File: config.mk
export PLATFORM = sky130hd
export DESIGN_NAME = ps2_hex_entry
export DESIGN_NICKNAME = d
export VERILOG_FILES = /design/src/rtl/ps2_hex_entry.sv
export SDC_FILE = /design/constraint.sdc
export NUM_CORES = 1
export LEC_CHECK = 0
export ABC_AREA = 0
export CAP_MARGIN = 15
export CORE_MARGIN = 2
export CORE_UTILIZATION = 25
export DETAILED_ROUTE_END_ITERATION = 6
export SKIP_CTS_REPAIR_TIMING = 1
export SYNTH_ARGS = -nofsm -noshare
export SYNTH_HDL_FRONTEND = slang
export SYNTH_SLANG_ARGS = --single-unit
File: constraint.sdc
create_clock -name clk -period 6.5 [get_ports clk]
set_clock_uncertainty 0.15 [all_clocks]
set_input_delay 1.3 -clock clk [delete_from_list [all_inputs] [get_ports clk]]
set_output_delay 1.3 -clock clk [all_outputs]
set_load 0.03 [all_outputs]
File: src/rtl/ps2_hex_entry.sv
// PS/2 device-to-host receiver with scan-code set 2 hex-key decoder.
// Assembles typed hex digits into a 32-bit shift-in value.
module ps2_hex_entry #(
   parameter int unsigned FILTER_CYCLES  = 8,
   parameter int unsigned TIMEOUT_CYCLES = 100000
) (
   input  logic        clk,
   input  logic        reset,
   input  logic        ps2_clk,
   input  logic        ps2_data,
   input  logic        clear,
   output logic [31:0] value,
   output logic [3:0]  digit,
   output logic        digit_valid,
   output logic        frame_error
);

   localparam int unsigned FCW = $clog2(FILTER_CYCLES + 1);
   localparam int unsigned TCW = $clog2(TIMEOUT_CYCLES + 1);

   typedef enum logic [1:0] {S_IDLE, S_DATA, S_PARITY, S_STOP} rx_state_t;

   rx_state_t      state, state_nxt;
   logic           clk_s1, clk_s2, dat_s1, dat_s2;
   logic           clk_filt, clk_filt_d;
   logic [FCW-1:0] filt_cnt;
   logic           strobe;
   logic [TCW-1:0] to_cnt;
   logic           timeout;
   logic [2:0]     bitcnt;
   logic [7:0]     shift_byte;
   logic           parity_ok;
   logic           byte_ready, rdy_nxt, err_nxt;
   logic           brk, ext, brk_nxt, ext_nxt;
   logic [31:0]    value_nxt;
   logic [3:0]     digit_nxt;
   logic           dv_nxt;
   logic [4:0]     hex;

   // Filtered clock only follows the synchronised input after a full run of equal samples
   always_ff @(posedge clk or negedge reset) begin
      if (!reset) begin
         clk_s1     <= 1'b1;
         clk_s2     <= 1'b1;
         dat_s1     <= 1'b1;
         dat_s2     <= 1'b1;
         clk_filt   <= 1'b1;
         clk_filt_d <= 1'b1;
         filt_cnt   <= '0;
      end else begin
         clk_s1     <= ps2_clk;
         clk_s2     <= clk_s1;
         dat_s1     <= ps2_data;
         dat_s2     <= dat_s1;
         clk_filt_d <= clk_filt;
         if (clk_s2 == clk_filt) begin
            filt_cnt <= '0;
         end else if (filt_cnt == FCW'(FILTER_CYCLES - 1)) begin
            clk_filt <= clk_s2;
            filt_cnt <= '0;
         end else begin
            filt_cnt <= filt_cnt + 1'b1;
         end
      end
   end

   assign strobe  = clk_filt_d & ~clk_filt;
   assign timeout = (state != S_IDLE) && !strobe && (to_cnt == TCW'(TIMEOUT_CYCLES - 1));

   always_ff @(posedge clk or negedge reset) begin
      if (!reset) state <= S_IDLE;
      else        state <= state_nxt;
   end

   always_comb begin
      state_nxt = state;
      if (timeout) begin
         state_nxt = S_IDLE;
      end else if (strobe) begin
         case (state)
            S_IDLE:   if (!dat_s2) state_nxt = S_DATA;
            S_DATA:   if (bitcnt == 3'd7) state_nxt = S_PARITY;
            S_PARITY: state_nxt = S_STOP;
            default:  state_nxt = S_IDLE;
         endcase
      end
   end

   always_comb begin
      rdy_nxt = 1'b0;
      err_nxt = timeout;
      if (strobe && state == S_STOP) begin
         if (dat_s2 && parity_ok) rdy_nxt = 1'b1;
         else                     err_nxt = 1'b1;
      end
   end

   always_ff @(posedge clk or negedge reset) begin
      if (!reset) begin
         bitcnt      <= '0;
         shift_byte  <= '0;
         parity_ok   <= 1'b0;
         to_cnt      <= '0;
         byte_ready  <= 1'b0;
         frame_error <= 1'b0;
      end else begin
         byte_ready  <= rdy_nxt;
         frame_error <= err_nxt;
         if (state == S_IDLE || strobe) to_cnt <= '0;
         else                           to_cnt <= to_cnt + 1'b1;
         if (strobe) begin
            case (state)
               S_IDLE: bitcnt <= '0;
               S_DATA: begin
                  shift_byte <= {dat_s2, shift_byte[7:1]};
                  bitcnt     <= bitcnt + 3'd1;
               end
               S_PARITY: parity_ok <= ^{shift_byte, dat_s2};
               default: ;
            endcase
         end
      end
   end

   function automatic logic [4:0] hex_lookup(input logic [7:0] code);
      case (code)
         8'h45: hex_lookup = 5'h10;
         8'h16: hex_lookup = 5'h11;
         8'h1E: hex_lookup = 5'h12;
         8'h26: hex_lookup = 5'h13;
         8'h25: hex_lookup = 5'h14;
         8'h2E: hex_lookup = 5'h15;
         8'h36: hex_lookup = 5'h16;
         8'h3D: hex_lookup = 5'h17;
         8'h3E: hex_lookup = 5'h18;
         8'h46: hex_lookup = 5'h19;
         8'h1C: hex_lookup = 5'h1A;
         8'h32: hex_lookup = 5'h1B;
         8'h21: hex_lookup = 5'h1C;
         8'h23: hex_lookup = 5'h1D;
         8'h24: hex_lookup = 5'h1E;
         8'h2B: hex_lookup = 5'h1F;
         default: hex_lookup = 5'h00;
      endcase
   endfunction

   // shift_byte is stable while byte_ready is high; a new frame needs several strobes first
   always_comb begin
      value_nxt = value;
      digit_nxt = digit;
      dv_nxt    = 1'b0;
      brk_nxt   = brk;
      ext_nxt   = ext;
      hex       = hex_lookup(shift_byte);
      if (byte_ready) begin
         if (shift_byte == 8'hF0) begin
            brk_nxt = 1'b1;
         end else if (shift_byte == 8'hE0) begin
            ext_nxt = 1'b1;
         end else if (brk || ext) begin
            brk_nxt = 1'b0;
            ext_nxt = 1'b0;
         end else if (hex[4]) begin
            value_nxt = {value[27:0], hex[3:0]};
            digit_nxt = hex[3:0];
            dv_nxt    = 1'b1;
         end else if (shift_byte == 8'h66) begin
            value_nxt = {4'h0, value[31:4]};
         end else if (shift_byte == 8'h76) begin
            value_nxt = '0;
         end
      end
      if (clear) value_nxt = '0;
   end

   always_ff @(posedge clk or negedge reset) begin
      if (!reset) begin
         value       <= '0;
         digit       <= '0;
         digit_valid <= 1'b0;
         brk         <= 1'b0;
         ext         <= 1'b0;
      end else begin
         value       <= value_nxt;
         digit       <= digit_nxt;
         digit_valid <= dv_nxt;
         brk         <= brk_nxt;
         ext         <= ext_nxt;
      end
   end

endmodule

# == Yosys cells after proc, flatten, opt, wreduce, memory -nomap -nowiden ==
# Index checks and enable logic that the tools add are counted.
# Widths: inputs -> output; s select.
# word_totals
input_bits,5
wordCells,117
out_inout_bits,38
ramBits,0
latchBits,0
register_bits,82
n_memories,0
romBits,0
# classes
addsub,3
mul,0
reduce_logical,25
div_mod_pow,0
n_eq_ne,33
shift,0
bitwise_logic,6
n_lt_le_gt_ge,0
muxes,31
# ops
op,count
$mux 32,8
$eq 8x6->1 const B,11
$pmux 5 s16,1
$eq 8x7->1 const B,4
$eq 8x5->1 const B,3
$add 17x1->17 const B,1
$eq 17x17->1 const B,1
$mux 17,1
$eq 8x8->1 const B,2
$mux 1,13
$reduce_bool 2->1,6
$reduce_and 5->1,2
$reduce_and 3->1,3
$reduce_xor 9->1,1
$mux 2,4
$mux 4,2
$ne 2x2->1 const B,4
$reduce_and 2->1,4
$ne 3x3->1 const B,2
$pmux 2 s3,1
$pmux 3 s2,1
$not 1->1,5
$add 4x1->4 const B,1
$eq 2x2->1 const B,2
other kinds (11),15

# == Logic depth before layout (Yosys ltp) ==
# logic_depth
depth_word,9
depth_mapped,9

# == Worst setup path before layout ==
# Ideal clock, no wire load.
# synth_path
path_type,input to register
from,input port clear
to,register value[0]
setup_ns,0.095
t_required_ns,6.255
path_slack_ns,3.732
arrival_ns,2.522
path_stages,7
cell_sequence,a41o_1 > a2111oi_0 > a32o_1 > buf_2 > buf_2 > nand2_1 > o31ai_1
# synth_between
elab_chain_cells,2
elab_cells_between_ends,7
# synth_rtl
element,line,text
from (decl),11,"input logic clear,"
"$ne 2x2->1 (no source line), or another cell as far along",--,
$reduce_and 5->1 (no source line),--,
to (signal assigned),184,value <= value_nxt;
to (decl),12,"output logic [31:0] value,"
# Parallel ways exist; a longest one is shown, timed or not.
# A chain may end at the register's enable or synchronous reset.

# == Worst setup path in the final report ==
# layout_path
from,register shift_byte[4]
to,register value[5]
# layout_between
elab_chain_cells,8
elab_cells_between_ends,32
# layout_rtl
element,line,text
from (decl),31,logic [7:0] shift_byte;
from (signal assigned),115,"shift_byte <= {dat_s2, shift_byte[7:1]};"
"$eq 8x6->1, or another cell as far along",126,case (code)
$pmux 5 s16 or $mux 32 (tied branches),"126, 167",
$mux 32,163,end else if (hex[4]) begin
$mux 32,160,end else if (brk || ext) begin
$mux 32,158,end else if (shift_byte == 8'hE0) begin
$mux 32,156,if (shift_byte == 8'hF0) begin
$mux 32,155,if (byte_ready) begin
$mux 32,173,if (clear) value_nxt = '0;
# Parallel ways exist; a longest one is shown, timed or not. The select of a mux whose other input is x is not followed.

==> impl_metrics.ini <==
[floorplanning]
start_util_pct = 25.4
pin_count = 43
die_w_um = 133
rows = 47
dieHeight_um = 133
die-area_um2 = 17800
core_um2 = 16500

[worst_setup_path]
r2r_end = value[5]
crit_path_top_delay_cell = nand3_1
cp_max_fo = 29
reg2reg_depth = 6
r2r-start = shift_byte[4]
crit_path_cell_trace = inv_1, and3_2, a211oi_1, nand3_1, a22oi_1, o21ai_2
cp_data_required_time_ns = 6.57
cp-start-kind = flop
cpPeakStageDelay_ns = 0.93
rrSetupSlack_ns = 3.12
path_class = flop to flop
cp-end-kind = flop
crit_buf_inv = 1
cp.arrival_ns = 3.44
crit_family = simple AND/OR/NAND/NOR gates

[hold_path]
hp-start = clk_s1
holdPathStages = 0
hold_path.class = flop to flop
holdPathEnd = clk_s2

[drt]
remaining_drc_errors = 0
num_vias = 3101
firstDrtPassIters = 5
drt-initial-drc-count = 289
wl_um = 9020
via_per_inst = 4.71
postRouteAntennaNets = 0
routedWlPerCell_um = 13.7

[sta]
fmax_ghz = 0.296
finalSetupTns_ns = 0
rsz0062_at_grt = false
setup_viol = 0
tightest_slew_ns = 1.18
timing.final.crit_share_pct = 52.0
hold_viol = 0
final.min_clock_period_ns = 3.38
slew_viol_final = 0
fin_hold_ws_ns = 0.206
slew_headroom_pct = 21.1

[power]
p_leak_nw = 2.01
pwr_density_cell_nw_per_um2 = 250
ir_drop_mv = 0.111

[layout]
syn_to_final_growth_pct = 20.3
layout_common_cells = 76 x dfrtp_1, 56 x nand2_1, 41 x clkdlybuf4s50_1
instances_no_fill = 658
nNetsFinal = 446
final_common_cell = dfrtp_1
antenna_cells = 0
drive_above_1_share_pct = 16.0
final_area_um2 = 5030

[clock_tree]
cts_sinks = 82
path_clk_slew_ns = 0.07
tritoncts = built
insertion_delay_ns = 0.35
clockRootBuffer = clkbuf_16
numCtsBuffers = 9
htreeDepth = 3
clk_path_buf_depth = 2

[placement]
port_buffers = 42
hpwl_um = 5990
gp_congestion = 0.838
dp_cells = 641
placed_area_um2 = 4700

[synth]
synth_edf_count = 0
synthArstFlopShare_pct = 100
ys_ff_latch = 82
ys.flop_type = dfrtp_1
yosysUniqueCellTypes = 61
netlist_instances = 400
synth.avg_cell_area_um2 = 10.5
syn-cell-area_um2 = 4180
seq_area_frac_synth_pct = 49.3
postSynthNetCount = 413
yosysWarningCount = 0

[grt]
grt.overflow.total = 0
grt_pass1_vias = 3045
antenna_found_initial = 0
grt_pass1_wl_um = 15200
grt_max_degree = 83
grt_usage_pct = 10.5

[flow_run]
drv_cap = 0

[run_status]
status = finished, final reports clean
==> Yosys cell counts, types with 2 or more instances <==
cell type	n	share of area [%]
clkbuf_8	4	1.3
a211oi_1	2	0.36
buf_2	7	0.84
and4_1	3	0.63
a22oi_1	24	4.3
a31oi_1	2	0.30
nand4b_1	3	0.63
dlygate4sd1_1	2	0.42
nor3_1	5	0.60
nand2b_1	3	0.45
ha_1	8	2.4
dfstp_2	6	3.8
a21oi_1	9	1.1
and2_2	2	0.36
a31o_2	2	0.42
xnor2_1	13	2.7
o21ai_0	20	2.4
inv_1	6	0.54
or3_1	2	0.30
nand3_1	16	1.9
dfrtp_1	76	45
nand4_1	3	0.45
nand3b_1	2	0.36
nor2_1	29	2.6
xor2_1	12	2.5
a32o_1	4	0.96
a21o_1	2	0.36
nand2_1	56	5.0
mux2_2	11	3.0
nand4bb_1	2	0.54
and3_1	3	0.45
o21ai_2	20	4.2
buf_6	7	1.9
or4_1	3	0.54
clkbuf_1	2	0.18
nor2b_1	4	0.60
==> state kept, by name, summed over array words and instances, names as in the netlist, 2 cells and up <==
name        count
value          32
shift_byte      8
bitcnt          3
to_cnt         17
filt_cnt        4
state           2
digit           4
==> cell type report <==
type / instances / area (µm²)
fill: 1704 / 11400
clock buffer: 9 / 225
multi-input combinational: 289 / 1910
inverter: 6 / 22.5
clock inverter: 7 / 76.3
tap: 220 / 275
sequential: 82 / 2060
timing repair buffer: 45 / 460
==> metrics by stage <==
step / total power, mW / utilization [%] / setup slack, ns
after global routing: 1.32 / 30.5 / 2.83
after floorplan: 0.712 / - / 3.73
after CTS: 1.27 / 30.4 / 3.14
after global placement: 0.736 / 28.5 / 2.96
after detailed placement: 0.746 / 28.5 / 2.86
final: 1.26 / 30.5 / 3.12
==> how the worst max path moves through the flow <==
stage	from	end	slack, ns	depth (start not counted)
5_1_grt	shift_byte[4]	value[13]	2.83	6
4_1_cts	shift_byte[4]	value[5]	3.14	6
3_5_place_dp	clear	value[3]	2.86	7
2_1_floorplan	clear	value[0]	3.73	7
6_report	shift_byte[4]	value[5]	3.12	6
3_3_place_gp	clear	value[3]	2.96	7
==> kinds of logic after synthesis <==
family                     Yosys count  share of synthesized area [%]
muxes                               12                           3.20
DFF                                 82                           49.3
xor gates and xnor gates            25                           5.24
AOI/OAI and AO/OA                   97                           16.8
adders and majority gates            8                           2.39
and+or+nand+nor                    147                           17.8
buffers and inverters               29                           5.27
==> routing by layer <==
layer	vias up	global-route usage [%]	share of wire [%]
met5	-	0	0
met4	0	3.37	1.5
met3	12	2.82	3.6
met2	60	17.2	48
met1	1520	13.4	47
li1	1509	-	-
==> power breakdown <==
group | total, mW | internal, mW | switching [mW]
Combinational | 0.151 | 0.0580 | 0.0926
Sequential | 0.587 | 0.549 | 0.0373
Clock | 0.521 | 0.302 | 0.220
Note: power is estimated with default switching activity, not from simulation.
